--- src/rtl/uart_tx_fifo_ctrl.sv ---
// uart_tx_fifo_ctrl: byte FIFO plus launch FSM feeding the UART Tx stage.
// Optional sticky overflow flag (ovf/ovf_clr) when UART_TXQ_OVF_FLAG_EN is defined.
module uart_tx_fifo_ctrl #(
    parameter int DEPTH       = 16,
    parameter int DATA_W      = 8,
    parameter int ACK_TIMEOUT = 4
) (
    input  logic                   clk,
    input  logic                   rst,
    input  logic                   push,
    input  logic [DATA_W-1:0]      push_data,
    output logic                   full,
    output logic                   empty,
    output logic [$clog2(DEPTH):0] count,
    input  logic                   tx_busy,
    output logic                   tx_start,
    output logic [DATA_W-1:0]      tx_data,
    output logic                   ack_err
`ifdef UART_TXQ_OVF_FLAG_EN
    ,
    output logic                   ovf,
    input  logic                   ovf_clr
`endif
);

    localparam int PTR_W = $clog2(DEPTH);
    localparam int CNT_W = PTR_W + 1;
    localparam int TMR_W = $clog2(ACK_TIMEOUT + 1);

    typedef enum logic [1:0] {
        S_IDLE,
        S_LAUNCH,
        S_WAIT_ACK,
        S_WAIT_DONE
    } state_e;

    state_e             state_q, state_d;
    logic [PTR_W-1:0]   wr_ptr_q, wr_ptr_d;
    logic [PTR_W-1:0]   rd_ptr_q, rd_ptr_d;
    logic [CNT_W-1:0]   cnt_q, cnt_d;
    logic               full_q, full_d;
    logic               empty_q, empty_d;
    logic [TMR_W-1:0]   tmr_q, tmr_d;
    logic               tx_start_q, tx_start_d;
    logic [DATA_W-1:0]  tx_data_q, tx_data_d;
    logic               ack_err_q, ack_err_d;
    logic [DATA_W-1:0]  mem_q [DEPTH];

    logic               push_ok;
    logic               pop;

    assign push_ok = push && !full_q;

    // Launch FSM; the only place a byte leaves the FIFO.
    always_comb begin
        state_d    = state_q;
        tmr_d      = tmr_q;
        tx_start_d = 1'b0;
        tx_data_d  = tx_data_q;
        ack_err_d  = 1'b0;
        pop        = 1'b0;
        unique case (state_q)
            S_IDLE: begin
                if (cnt_q != '0 && !tx_busy) begin
                    tx_data_d = mem_q[rd_ptr_q];
                    pop       = 1'b1;
                    state_d   = S_LAUNCH;
                end
            end
            S_LAUNCH: begin
                tx_start_d = 1'b1;
                tmr_d      = '0;
                state_d    = S_WAIT_ACK;
            end
            S_WAIT_ACK: begin
                if (tx_busy) begin
                    state_d = S_WAIT_DONE;
                end else if (tmr_q == TMR_W'(ACK_TIMEOUT)) begin
                    ack_err_d = 1'b1;
                    state_d   = S_IDLE;
                end else begin
                    tmr_d = tmr_q + TMR_W'(1);
                end
            end
            S_WAIT_DONE: begin
                if (!tx_busy) begin
                    state_d = S_IDLE;
                end
            end
            default: begin
                state_d = S_IDLE;
            end
        endcase
    end

    always_comb begin
        wr_ptr_d = push_ok ? wr_ptr_q + PTR_W'(1) : wr_ptr_q;
        rd_ptr_d = pop ? rd_ptr_q + PTR_W'(1) : rd_ptr_q;
        cnt_d    = cnt_q;
        unique case ({push_ok, pop})
            2'b10:   cnt_d = cnt_q + CNT_W'(1);
            2'b01:   cnt_d = cnt_q - CNT_W'(1);
            default: cnt_d = cnt_q;
        endcase
        full_d  = (cnt_d == CNT_W'(DEPTH));
        empty_d = (cnt_d == '0);
    end

    always_ff @(posedge clk or negedge rst) begin
        if (!rst) begin
            state_q    <= S_IDLE;
            wr_ptr_q   <= '0;
            rd_ptr_q   <= '0;
            cnt_q      <= '0;
            full_q     <= 1'b0;
            empty_q    <= 1'b1;
            tmr_q      <= '0;
            tx_start_q <= 1'b0;
            tx_data_q  <= '0;
            ack_err_q  <= 1'b0;
        end else begin
            state_q    <= state_d;
            wr_ptr_q   <= wr_ptr_d;
            rd_ptr_q   <= rd_ptr_d;
            cnt_q      <= cnt_d;
            full_q     <= full_d;
            empty_q    <= empty_d;
            tmr_q      <= tmr_d;
            tx_start_q <= tx_start_d;
            tx_data_q  <= tx_data_d;
            ack_err_q  <= ack_err_d;
        end
    end

    // Storage needs no reset: occupancy is governed by the pointers.
    always_ff @(posedge clk) begin
        if (push_ok) begin
            mem_q[wr_ptr_q] <= push_data;
        end
    end

    assign full     = full_q;
    assign empty    = empty_q;
    assign count    = cnt_q;
    assign tx_start = tx_start_q;
    assign tx_data  = tx_data_q;
    assign ack_err  = ack_err_q;

`ifdef UART_TXQ_OVF_FLAG_EN
    logic ovf_q, ovf_d;

    // Clear takes priority over a same-cycle dropped push.
    always_comb begin
        ovf_d = ovf_q | (push && full_q);
        if (ovf_clr) begin
            ovf_d = 1'b0;
        end
    end

    always_ff @(posedge clk or negedge rst) begin
        if (!rst) begin
            ovf_q <= 1'b0;
        end else begin
            ovf_q <= ovf_d;
        end
    end

    assign ovf = ovf_q;
`endif

endmodule
--- config.mk ---
export PLATFORM = sky130hd
export DESIGN_NAME = uart_tx_fifo_ctrl
export DESIGN_NICKNAME = d
export VERILOG_FILES = /design/src/rtl/uart_tx_fifo_ctrl.sv
export SDC_FILE = /design/constraint.sdc
export NUM_CORES = 1
export LEC_CHECK = 0
export BUFFER_PORTS_ARGS = -buffer_cell sky130_fd_sc_hd__buf_2
export CORE_ASPECT_RATIO = 0.7
export CORE_MARGIN = 2
export CORE_UTILIZATION = 60
export DETAILED_ROUTE_END_ITERATION = 8
export PLACE_DENSITY = 0.88
export SYNTH_ARGS = -nofsm -noshare
export SYNTH_HDL_FRONTEND = slang
export SYNTH_SLANG_ARGS = --single-unit
--- constraint.sdc ---
create_clock -name clk -period 4.9 [get_ports clk]
set_input_delay 0.245 -clock clk [delete_from_list [all_inputs] [get_ports clk]]
set_output_delay 0.245 -clock clk [all_outputs]
set_load 0.01 [all_outputs]
### After elaboration in Yosys (flattened, before gate mapping)

Memory sizes are Yosys's and may differ from the RTL's. A register that Yosys moved wholly into a read port is not among the register bits.
Cells that the tools add are included.

| word-level totals | value |
|---|---|
| register bits after elaboration | 22 |
| bits in writable memories | 128 |
| input bits | 12 |
| output and inout port bits | 17 |
| memories | 1 |

| operators by class | value |
|---|---|
| add/sub/neg operators | 5 |
| equality and inequality tests | 12 |
| muxes and demuxes | 17 |
| reduce and logical (&&, ||, !) cells | 12 |

Memory list:

| name | depth | bits a word | read ports | clocked after Yosys merged registers in | wr ports | RTL line | RTL |
|---|---|---|---|---|---|---|---|
| mem_q | 16 | 8 | 1 | 1 | 1 | 47 | `logic [DATA_W-1:0] mem_q [DEPTH];` |

Operators by type and width:

| kind | count |
|---|---|
| $pmux W5 S2 | 1 |
| $add A4 B1 Y4 const B | 2 |
| $mux W1 | 8 |
| $mux W2 | 4 |
| $ne A2 B2 Y1 const B | 4 |
| $pmux W2 S4 | 1 |
| $eq A2 B2 Y1 const B | 3 |
| $mux W3 | 2 |
| $pmux W3 S2 | 1 |
| $reduce_and A3 Y1 | 2 |
| $add A5 B1 Y5 const B | 1 |
| $eq A5 B5 Y1 const B | 1 |
| $logic_not A5 Y1 | 1 |
| $reduce_bool A5 Y1 | 1 |
| $sub A5 B1 Y5 const B | 1 |
| $eq A2 B1 Y1 const B | 2 |
| $add A3 B1 Y3 const B | 1 |
| $eq A3 B3 Y1 const B | 1 |
| $logic_not A1 Y1 | 3 |
| $ne A3 B3 Y1 const B | 1 |
| $logic_and A1 B1 Y1 | 2 |
| $logic_not A2 Y1 | 1 |
| $reduce_and A2 Y1 | 1 |
| $reduce_bool A2 Y1 | 1 |

### Depth between registers and ports, before layout

| logic depth | value |
|---|---|
| depth in word-level cells | 7 |
| gate-level depth with buffers | 12 |
| depth with buffers taken out | 10 |

### Least setup slack after synthesis

OpenSTA, ideal clock, no wires.

| timing path | value |
|---|---|
| path kind | flip-flop to flip-flop |
| from | reg cnt_q[1], in the netlist count[1] |
| to | reg empty_q, in the netlist empty |
| arrival | 2.774 ns |
| data required time | 4.803 ns |
| path slack | 2.029 ns |
| cell stages (with the launch flop) | 13 |
| buffers on the path | 2 |
| clock period less this slack | 2.871 ns |
| cell sequence | dfrtp_1 -> buf_6 -> nor3_1 -> and2_1 -> nand2b_1 -> inv_1 -> ha_1 -> buf_4 -> or4_1 -> o32a_1 -> o311ai_4 -> xor2_2 -> nor4_1 |

| between the ends | value |
|---|---|
| cells in the longest elaborated chain, start to end | 7 |
| elaborated cells between the ends (all ways) | 10 |
| those cells by class | add/sub (2); eq/ne (2); mux (3); reduce/logical (3) |

Ends and longest elaborated chain:

| element | RTL line | RTL |
|---|---|---|
| from (decl) | 40 | `logic [CNT_W-1:0] cnt_q, cnt_d;` |
| from (signal assigned) | 125 | `cnt_q <= cnt_d;` |
| $reduce_bool A5 Y1 | 64 | `if (cnt_q != '0 && !tx_busy) begin` |
| $logic_and A1 B1 Y1 | 64 |  |
| $mux W1 | 64 |  |
| $mux W1 | 62 | `unique case (state_q)` |
| $eq A2 B1 Y1 or $eq A2 B2 Y1 (tied branches) | 100 | `unique case ({push_ok, pop})` |
| $pmux W5 S2 * | 100 |  |
| named net cnt_d[3] | 40 |  |
| $logic_not A5 Y1 * | 106 | `empty_d = (cnt_d == '0);` |
| named net empty_d | 42 | `logic empty_q, empty_d;` |
| to (signal assigned) | 127 | `empty_q <= empty_d;` |
| to (decl) | 42 |  |

Mark *: on every way through the listed nets, which the timed path passes. The rest lies on a longest branch.
A chain may end at the register's enable or synchronous reset.

### Final worst setup path

| timing path | value |
|---|---|
| from | reg cnt_q[0], in the netlist count[0] |
| to | reg empty_q, in the netlist empty |

The elaborated chain is that of the path after synthesis.

==> qor.csv <==
metric,value,unit
status,completed,
fin_nets,414,
area.growth.synth_to_final,12.50,%
final_antenna_net_count,0,
cts_resized,0,
slew_headroom,0.1851,
io_pins,29,
stdcell_area,0.007254,mm²
cts_buffer_depth,2,
cp.required,5.22,ns
critPathKind,register to register,
post_synth_num_cell_types,47,
overflow,0,
nFillCells,642,
start_util,0.6204,
cp_slowest_cell,nand2b_1,
yosysWarnings,0,
layout_common_cells,"edfxtp_1 (128), mux4_2 (32), dfrtp_1 (28), buf_2 (28), nor2_1 (22)",
drive_above_1_share,0.2716,
ys_seq_elements,158,
leakagePower,0.002545,µW
dp_worst_setup_slack,1.105,ns
wl,12290,µm
rsz0062_at_grt,false,
syn_nets,380,
finalSetupViolations,0,
async_flop_share,0.1899,
layout_commonest_cell,edfxtp_1,
vias,3380,
port-buffer-count,28,
hold_viol,0,
drtPass1Iterations,5,
worst_clock_skew,0.01457,ns
cts_inserted_buffers,17,
die_h,90.74,µm
grt_pass1_vias,3461,
max_freq,259.6,MHz
netlist_area,0.006449,mm²
coreArea,0.01040,mm²
die_area,0.01161,mm²
synth_cells,359,
wl_per_cell,22.89,µm
clk_pin_slew_worst_paths,0.06,ns
grt_pass1_wl,19470,µm
clock_latency,0.42,ns
grt_max_degree,31,
slew_viol_final,0,
dp.cells,505,
hpwl,7717,µm
utilization,0.6979,
drt_iter0_markers,384,
min_period,3.852,ns
cap_viol_max_count,0,
start_kind,register,
rows,31,
cp.arrival,4.18,ns
cts_tree,built,
path_max_fanout,20,
gp_congestion,0.8460,
cts.sinks,158,
die_w,127.9,µm
power.density,600.2,mW/mm²
ir_drop,341.2,µV
track_usage,0.2366,
n_antenna_cell,0,
avgViaCountPerCell,6.294,
fin_crit_sh,0.7862,
synth_edf_count,128,
drc,0,
place_area,0.006690,mm²
tightestPinTransition,1.222,ns
synth_seq_area_share,0.7127,
slowest_delay,0.62,ns
end_kind,register,
yosys_most_used_dff,edfxtp_1,
tns,0,ns
fin_cells,537,
htree_num_levels,4,
fin_ws,1.048,ns
syn_area_per_cell,17.96,µm²
antenna_found_initial,0,
path_cells,nor3_1 -> and2_1 -> nand2b_1 -> inv_1 -> ha_1 -> or4_1 -> o32a_1 -> o311ai_4 -> xor2_2 -> nor4_1,
worstHoldPathType,input pin to register,
clockRootBuffer,clkbuf_16,
-- power breakdown --
part | internal (µW) | switching, µW | total, µW | leakage, µW
Combinational | 561 | 605 | 1170 | 0.000752
Sequential | 1680 | 265 | 1940 | 0.00152
Clock | 739 | 507 | 1250 | 0.000269
Total | 2980 | 1380 | 4350 | 0.00255
-- per-stage QoR --
step / total power [µW] / hold WS, ns
floorplan: 2793 / -0.05059
global placement: 3042 / 0.3203
detailed placement: 3127 / 0.3350
CTS: 4371 / 0.06427
global route: 4570 / 0.07634
finish: 4354 / 0.08180
-- routing by layer --
layer,global-route usage,vias up,wire length (µm)
met5,0,-,0
met4,0.07692,0,197
met3,0.07464,22,943
met2,0.3471,139,5891
met1,0.3440,1746,5258
li1,-,1473,-
-- Yosys cell counts (2+ instances only) --
cell	count	area share
a21oi_1	3	0.0023
a221oi_1	8	0.011
a22o_1	8	0.011
and2_1	2	0.0019
buf_1	3	0.0017
buf_2	7	0.0054
buf_4	4	0.0047
buf_6	2	0.0035
clkbuf_1	5	0.0029
dfrtp_1	29	0.11
edfxtp_1	128	0.60
ha_1	9	0.017
inv_1	7	0.0041
mux4_2	32	0.11
nand2_1	21	0.012
nand2b_1	5	0.0049
nand3_1	3	0.0023
nand4_1	2	0.0019
nor2_1	22	0.013
nor2b_1	6	0.0058
nor3_1	6	0.0047
o211ai_2	2	0.0039
o21a_1	2	0.0023
o21ai_0	4	0.0031
o21ai_1	8	0.0062
o22ai_1	2	0.0019
xnor2_1	8	0.011
xor2_2	2	0.0050
-- sequential cells by signal, indices dropped and copies added (netlist names) --
register and count:
empty 1, tx_start 1, tx_data 8, ack_err 1
tmr_q 3, state_q 2, full 1, wr_ptr_q 4
count 5, rd_ptr_q 4, mem_q 128
-- cells by family (layout without fill, tap and decap cells) --
group	count (synthesis)	after routing	synth area share
multiplexers	34	34	0.1151
flip-flops	158	158	0.7127
XOR/XNOR	11	11	0.01727
adder cells (fa/ha/maj)	9	9	0.01746
AO/OA/AOI/OAI	44	44	0.05704
buffers and inverters	28	74	0.02231
AND/OR/NAND/NOR	75	75	0.05821
-- cell type report --
cell class	count	area, µm²	share of cell area
clock buffer	18	429.2	0.05916
clock inverter	13	125.1	0.01725
inverter	7	26.28	0.003622
multi-input combinational	173	1709	0.2356
sequential	158	4597	0.6337
tap	132	165.2	0.02277
timing repair buffer	36	202.7	0.02794
-- timing repair --
| action | 4_1_cts | 5_1_grt |
|---|---|---|
| hold endpoints to repair | 29 | 0 |
| hold buffers | 1 | 0 |
| buffers inserted | 0 | 0 |
-- worst paths after layout --
check / from / endpoint / slack, ns / depth (start not counted)
min in group asynchronous: rst / full / 0.40 / 2
worst min-delay path: tx_busy / ack_err / 0.08 / 2
worst max register to register: count[0] / empty / 1.05 / 10
max in group asynchronous: rst / rd_ptr_q[0] / 4.00 / 2
worst min register to register: tx_data[2] / tx_data[2] / 0.48 / 2
worst max-delay path: count[0] / empty / 1.05 / 10
-- worst max-delay path, delay by kind of cell, from the launching register on --
family	cells	cell delay, ns
buffers and inverters	1	0.21
DFF	1	0.47
and+or+nand+nor	5	1.99
AOI/OAI and AO/OA	2	0.46
adders and majority gates	1	0.49
xor gates and xnor gates	1	0.14
Note: power is estimated with default switching activity, not from simulation.
